`config.mk`:
```
export PLATFORM = sky130hd
export DESIGN_NAME = pipe_stage_buf
export DESIGN_NICKNAME = d
export VERILOG_FILES = /design/src/rtl/pipe_stage_buf.sv
export SDC_FILE = /design/constraint.sdc
export NUM_CORES = 1
export LEC_CHECK = 0
export CAP_MARGIN = 25
export CORE_ASPECT_RATIO = 1.2
export CORE_MARGIN = 3
export CORE_UTILIZATION = 55
export DETAILED_ROUTE_END_ITERATION = 8
export GPL_TIMING_DRIVEN = 1
export PLACE_DENSITY = 0.86
export SETUP_SLACK_MARGIN = 0.02
export SYNTH_ARGS = -nofsm -noshare
export SYNTH_HDL_FRONTEND = slang
export SYNTH_SLANG_ARGS = --single-unit
```
`constraint.sdc`:
```
create_clock -name clk -period 32.5 [get_ports clk]
set_input_delay 4.875 -clock clk [delete_from_list [all_inputs] [get_ports clk]]
set_output_delay 4.875 -clock clk [all_outputs]
set_load 0.02 [all_outputs]
```
`src/rtl/pipe_stage_buf.sv`:
```
// Two-entry pipeline stage buffer (main + skid register).
// Decouples in_ready from out_ready so back-pressure never forms a
// combinational path through the stage. An empty stage presents an all-zero
// control word (bubble). flush kills held and incoming entries synchronously.
module pipe_stage_buf #(
    parameter int DATA_W = 160,
    parameter int CTRL_W = 13
) (
    input  logic              clk,
    input  logic              rst,
    input  logic              in_valid,
    output logic              in_ready,
    input  logic [DATA_W-1:0] in_data,
    input  logic [CTRL_W-1:0] in_ctrl,
    input  logic              flush,
    output logic              out_valid,
    input  logic              out_ready,
    output logic [DATA_W-1:0] out_data,
    output logic [CTRL_W-1:0] out_ctrl,
    output logic [1:0]        occupancy
);

    typedef enum logic [1:0] {
        EMPTY = 2'd0,
        HALF  = 2'd1,
        FULL  = 2'd2
    } state_t;

    state_t state, state_nxt;

    logic [DATA_W-1:0] main_data, skid_data;
    logic [CTRL_W-1:0] main_ctrl, skid_ctrl;

    logic accept;
    logic pop;

    assign accept = in_valid && in_ready;
    assign pop    = out_valid && out_ready;

    // State register.
    // NOTE: sequential state uses non-blocking (<=) so every register samples
    // pre-edge values; blocking here would create order-dependent simulation.
    always_ff @(posedge clk or posedge rst) begin
        if (rst) begin
            state <= EMPTY;
        end else begin
            state <= state_nxt;
        end
    end

    // Next-state logic; flush overrides every transition.
    // NOTE: state_nxt gets a default before the case so no path leaves it
    // unassigned, which would otherwise infer a latch.
    always_comb begin
        state_nxt = state;
        unique case (state)
            EMPTY: if (accept) state_nxt = HALF;
            HALF: begin
                if (accept && !pop)      state_nxt = FULL;
                else if (pop && !accept) state_nxt = EMPTY;
            end
            FULL: if (pop) state_nxt = HALF;
            default: state_nxt = EMPTY;
        endcase
        if (flush) state_nxt = EMPTY;
    end

    // Output decode: handshake, occupancy and bubble masking of control.
    always_comb begin
        out_valid = 1'b0;
        occupancy = 2'd0;
        unique case (state)
            HALF: begin
                out_valid = 1'b1;
                occupancy = 2'd1;
            end
            FULL: begin
                out_valid = 1'b1;
                occupancy = 2'd2;
            end
            default: begin
                out_valid = 1'b0;
                occupancy = 2'd0;
            end
        endcase
        in_ready = (state != FULL) && !flush;
        out_ctrl = out_valid ? main_ctrl : '0;
    end

    assign out_data = main_data;

    // Payload registers: load main/skid on accept, promote skid on pop from FULL.
    // NOTE: payload registers are reset explicitly so out_data reads zero
    // after reset instead of whatever power-up value the flops hold.
    always_ff @(posedge clk or posedge rst) begin
        if (rst) begin
            main_data <= '0;
            main_ctrl <= '0;
            skid_data <= '0;
            skid_ctrl <= '0;
        end else if (flush) begin
            // Data is left alone; clearing ctrl alone guarantees a bubble.
            main_ctrl <= '0;
            skid_ctrl <= '0;
        end else begin
            unique case (state)
                EMPTY: begin
                    if (accept) begin
                        main_data <= in_data;
                        main_ctrl <= in_ctrl;
                    end
                end
                HALF: begin
                    if (accept && pop) begin
                        main_data <= in_data;
                        main_ctrl <= in_ctrl;
                    end else if (accept) begin
                        skid_data <= in_data;
                        skid_ctrl <= in_ctrl;
                    end
                end
                FULL: begin
                    if (pop) begin
                        main_data <= skid_data;
                        main_ctrl <= skid_ctrl;
                    end
                end
                default: ;
            endcase
        end
    end

endmodule

```
==> results.ini, run 1 <==
[outcome]
outcome = finished clean

[drt]
post-route-drc-count = 0
vias = 11200
initialDrtViolationCount = 585
ant_nets = 0
drt_wl_total_um = 41200
wl_per_cell_um = 19.9
viasPerCell = 5.40
dr.pass1.iters = 5

[final_layout]
area_growth_pct = 32.1
final.fill_count = 1784
nNetsFinal = 1844
num_antenna_cells = 0
drive_gt1_frac = 0.242

[sta]
min_period_over_period = 0.353
fmaxAchievable_mhz = 87.2
finClkSkew_ns = 0.0136
hold_violations = 0
worstMarginPinSlew_ns = 1.03
maxSlewViolCount = 0
setup_violations = 0
rsz0062_at_grt = no
min_period_ns = 11.46
final.setup.tns_ns = 0
max_slew_margin = 0.315

[hold_path]
hp-class = reg2reg
hold_start = skid_data[35]$_DFFE_PP0P_
holdPathEnd = skid_data[35]$_DFFE_PP0P_
hold_path_depth = 2

[flow_run]
max-cap-violations = 0

[setup_path]
crit_path_cell_trace = clkdlybuf4s50_1 > nor2_8 > clkdlybuf4s50_1
worstRegToRegCells = 8
required_ns = 27.62
cp_num_buf_inv = 2
timing.rr.end = out_data[112]$_DFFE_PP0P_
path_delay_family = buffers and inverters
cpPeakStageDelay_ns = 0.81
path_class = in2out
critPathArrivalTime_ns = 6.59
end_kind = output port
r2r-start = state[0]$_DFFE_PP0P_
critPathMaxFanout = 17
cp_common_cell = clkdlybuf4s50_1
critPathLaunchType = primary input
reg2reg_slack_ns = 27.91
crit_path_top_delay_cell = clkdlybuf4s50_1

[floorplanning]
die_w_um = 160
rows = 67
die_area_um2 = 30600
ios = 355
initial_core_util = 0.561
design.core.area_um2 = 28000
die_height_um = 191

[clock_network]
post_cts_hold_buffer_count = 0
clock_latency_ns = 0.52
postCtsSetupRepairBufs = 0
htreeDepth = 2
cts_buffer_depth = 3
cts.clk_slew.worst_paths_ns = 0.06
cts_made_buffers = 36
post_cts_resized = 0
cts_tree = done
cts_num_sinks = 348
clockRootBuffer = clkbuf_16

[synthesis]
synth_nets = 1518
syn-cell-area_um2 = 15700
yosysSeqAreaShare = 0.555
synth_cells = 1336
synthTopCellsByArea = dfrtp_1 (55%), mux2_2 (17%), nand2_1 (12%)
yosys.cell_types.count = 28
ys_seq_elements = 348
yosysTopAreaCell = dfrtp_1
syn_avg_cell_area_um2 = 11.8
synth_top_area_frac = 0.555
ys_warn_count = 0

[pwr]
p_leak_nw = 9.87
p_per_area_nw_per_um2 = 99.9
max-vdd-ir-drop_v = 0.0000691
total_power_mw = 2.07

[global_route]
track_usage = 0.265
grt_first_pass_wirelength_um = 65200
grt_remaining_overflow = 0
first_global_vias = 11900
grt_max_degree = 129
antenna_found_initial = 0

[placement]
dp_hpwl_um = 26400
gp_routability_congestion = 0.803
portBuffers = 354

-- where the power goes --
group / leakage [nW] / internal, mW / total [mW] / switching (mW)
sequential: 4.26 / 0.640 / 0.761 / 0.121
combinational: 5.01 / 0.467 / 0.888 / 0.422
clock: 0.594 / 0.254 / 0.423 / 0.169
-- state kept, by name, indices dropped and copies added, names as in the netlist --
register,cells
out_data,160
skid_data,160
main_ctrl,13
skid_ctrl,13
state,2
-- per-layer routing --
metal / routed length (um) / GRT usage
met5: 0 / 0
met4: 1290 / 0.0821
met3: 3370 / 0.0837
met2: 20600 / 0.453
met1: 15900 / 0.323
-- cell usage after synthesis --
cell	n
buf_2	8
mux2_2	234
and4_1	1
o221ai_1	1
a32oi_1	1
o2bb2ai_1	1
a2111o_1	1
and2_1	13
nand4b_1	1
buf_1	14
dfrtp_1	348
nand4_1	2
inv_1	5
buf_4	1
a21o_1	13
nand2_1	483
buf_6	12
a2bb2oi_1	1
nor2_1	15
mux2_4	100
nor2b_1	2
mux2i_1	13
xnor2_1	1
and3_1	13
clkbuf_1	46
nor2_8	1
ha_1	4
o21ai_0	1
-- cells by family after synthesis --
logic type / count (synthesis) / share of synthesized area
adders and majority gates: 4 / 0.00319
buffers and inverters: 86 / 0.0272
DFF: 348 / 0.555
xor gates and xnor gates: 1 / 0.000558
and+or+nand+nor: 531 / 0.133
muxes: 347 / 0.272
AOI/OAI and AO/OA: 19 / 0.00948
-- tightest hold or removal path, stage by stage (launching register included) --
cell and delay [ns]:
dfrtp_1 0.33, nand2_1 0.05, nand2_1 0.05
-- cell type report --
type / count / area [um2] / share of cell area
sequential: 348 / 8710 / 0.420
timing repair buffer: 369 / 3740 / 0.180
multi-input combinational: 902 / 6590 / 0.318
inverter: 5 / 26.3 / 0.00127
clock buffer: 55 / 1080 / 0.0522
tap: 379 / 474 / 0.0229
clock inverter: 9 / 126 / 0.00609
-- per-stage QoR --
step / hold slack [ns] / instances / instance area [um2] / setup WS [ns] / util
2_1_floorplan: 0.440 / 1336 / 15700 / 17.97 / -
3_3_place_gp: 0.451 / 1999 / 19400 / 21.04 / 0.694
3_5_place_dp: 0.457 / 2000 / 19400 / 21.03 / 0.695
4_1_cts: 0.471 / 2064 / 20700 / 21.03 / 0.738
5_1_grt: 0.495 / 2067 / 20700 / 20.93 / 0.741
6_report: 0.469 / 2067 / 20700 / 21.04 / 0.741
-- cell usage in the layout (no fill, tap or decap), types with 2 or more instances in the layout --
cell type | synthesis | routed
nand2_1 | 483 | 483
clkdlybuf4s50_1 | 0 | 354
dfrtp_1 | 348 | 348
mux2_2 | 234 | 234
mux2_4 | 100 | 100
clkbuf_16 | 0 | 37
nor2_1 | 15 | 15
and2_1 | 13 | 13
and3_1 | 13 | 13
a21o_1 | 13 | 13
mux2i_1 | 13 | 13
buf_4 | 1 | 11
clkbuf_8 | 0 | 9
clkbuf_1 | 46 | 9
inv_1 | 5 | 4
clkinv_2 | 0 | 4
buf_16 | 0 | 4
ha_1 | 4 | 3
bufinv_16 | 0 | 3
nand4_1 | 2 | 2
nor2b_1 | 2 | 2
-- worst max-delay path by stage --
stage,slack [ns],to,cells after the start,startpoint
final,21.04,in_ready,3,flush
after global routing,20.93,in_ready,3,flush
after CTS,21.03,in_ready,3,flush
after detailed placement,21.03,in_ready,3,flush
after global placement,21.04,in_ready,3,flush
after floorplan,17.97,main_ctrl[0]$_DFFE_PP0P_,1,rst
No activity file was read; power rests on OpenSTA's default activity.
==> run 2: changes to the inputs <==
- CORE_UTILIZATION: 55 -> 46
- PLACE_DENSITY: 0.86 -> 0.77
- clock period: 32.5 -> 10.2 ns (I/O delays scaled with it)
==> run 2 against run 1 <==
Clock power rose to 3.3 times the previous value. Via count fell by 2.1%. Flip-flop and latch count did not move. Core utilization fell by 12 points. Hold slack barely moved. Critical path depth did not move. Non-clock buffer count fell by 3. Sequential share of layout area fell by 0.27 points. First-iteration DRC count rose by 31%. Count of clock-buffer cells in the layout fell by 1. Clock skew barely moved. Largest cell class unchanged.
==> results.ini, run 2 (synthesis gave the netlist of run 1 again) <==
[outcome]
outcome = finished clean

[hold_path]
hp-class = reg2reg

[placement]
gp_routability_congestion = 0.761
portBuffers = 354
dp.cells = 2070
dp_hpwl_um = 24900

[drt]
post-route-drc-count = 0
drt_wl_total_um = 39100
viasPerCell = 5.11
vias = 10900
dr.pass1.iters = 5
ant_nets = 0
initialDrtViolationCount = 769
wl_per_cell_um = 18.3

[final_layout]
drive_gt1_frac = 0.243
nNetsFinal = 1843
area_growth_pct = 32.9
layout_common_cells = nand2_1 (483), clkdlybuf4s50_1 (354), dfrtp_1 (348), mux2_2 (234), mux2_4 (100)
final_common_cell = nand2_1
final.fill_count = 2583
fin_cells = 2138

[global_route]
track_usage = 0.212
grt_max_degree = 180
grt_remaining_overflow = 0
first_global_vias = 11700
antenna_found_initial = 2
grt_first_pass_wirelength_um = 63500

[pwr]
total_power_mw = 6.61
max-vdd-ir-drop_v = 0.000189
p_per_area_nw_per_um2 = 317
p_leak_nw = 9.89

[sta]
min_period_ns = 4.78
max_slew_margin = 0.289
worstMarginPinSlew_ns = 1.07
min_period_over_period = 0.469
final.setup.tns_ns = 0
finClkSkew_ns = 0.0132
hold_violations = 0
rsz0062_at_grt = no
maxSlewViolCount = 0
setup_violations = 0
fmaxAchievable_mhz = 209

[clock_network]
clockRootBuffer = clkbuf_16
clock_latency_ns = 0.52
cts_made_buffers = 38
post_cts_hold_buffer_count = 0
cts_buffer_depth = 3
cts_tree = done
htreeDepth = 2
cts_num_sinks = 348
post_cts_resized = 0
postCtsSetupRepairBufs = 0
cts.clk_slew.worst_paths_ns = 0.06

[setup_path]
path_class = in2out
critPathLaunchType = primary input
cp_num_buf_inv = 2
cp_common_cell = clkdlybuf4s50_1
crit_path_cell_trace = clkdlybuf4s50_1 > nor2_8 > clkdlybuf4s50_1
critPathMaxFanout = 17
required_ns = 8.67
critPathArrivalTime_ns = 3.25
crit_path_top_delay_cell = clkdlybuf4s50_1
end_kind = output port
cpPeakStageDelay_ns = 0.81
path_delay_family = buffers and inverters

[floorplanning]
ios = 355
initial_core_util = 0.470
rows = 73
design.core.area_um2 = 33400
die_area_um2 = 36400
die_w_um = 175
die_height_um = 208

[flow_run]
max-cap-violations = 0

run 2: through the flow:
step                      setup WS (ns)  instance area (um2)  hold slack [ns]   util
final                              5.42                20900            0.469  0.624
after global routing               5.32                20900            0.493  0.624
after CTS                          5.39                20800            0.471  0.624
after detailed placement           5.13                19600            0.457  0.585
after global placement             5.23                19500            0.451  0.584
after floorplan                    4.01                15700            0.440      -
run 2: final cells by class:
class	count	area (um2)	share of cell area
antenna	1	2.50	0.000120
clock buffer	54	1110	0.0533
clock inverter	12	171	0.00821
inverter	5	22.5	0.00108
multi-input combinational	902	6590	0.315
sequential	348	8710	0.417
tap	450	563	0.0270
timing repair buffer	366	3710	0.178
run 2: worst paths after layout:
path	endpoint	slack (ns)	depth (start not counted)	startpoint
setup / recovery	in_ready	5.42	3	flush
hold / removal	skid_data[37]$_DFFE_PP0P_	0.47	2	skid_data[37]$_DFFE_PP0P_
setup reg to reg	out_data[10]$_DFFE_PP0P_	6.59	7	state[0]$_DFFE_PP0P_
hold reg to reg	skid_data[37]$_DFFE_PP0P_	0.47	2	skid_data[37]$_DFFE_PP0P_
max in group asynchronous	skid_data[93]$_DFFE_PP0P_	7.09	4	rst
min in group asynchronous	skid_data[32]$_DFFE_PP0P_	1.59	3	rst
run 2: worst reg2reg max path: stages (launching register included):
cell and delay, ns:
dfrtp_1 0.42, inv_1 0.12, ha_1 0.51, nand4_1 0.21
a2111o_2 0.41, buf_4 0.58, buf_4 0.81, mux2_4 0.44
run 2: power breakdown:
part	internal [mW]	total [mW]	switching [mW]
combinational	1.48	2.79	1.30
clock	0.860	1.41	0.548
sequential	2.04	2.41	0.374
total	4.39	6.61	2.23
run 2: layer usage:
layer	track usage	routed length [um]	up-vias
li1	-	-	5057
met1	0.270	16100	5462
met2	0.352	19100	342
met3	0.0632	2990	61
met4	0.0614	965	2
met5	0	13	-
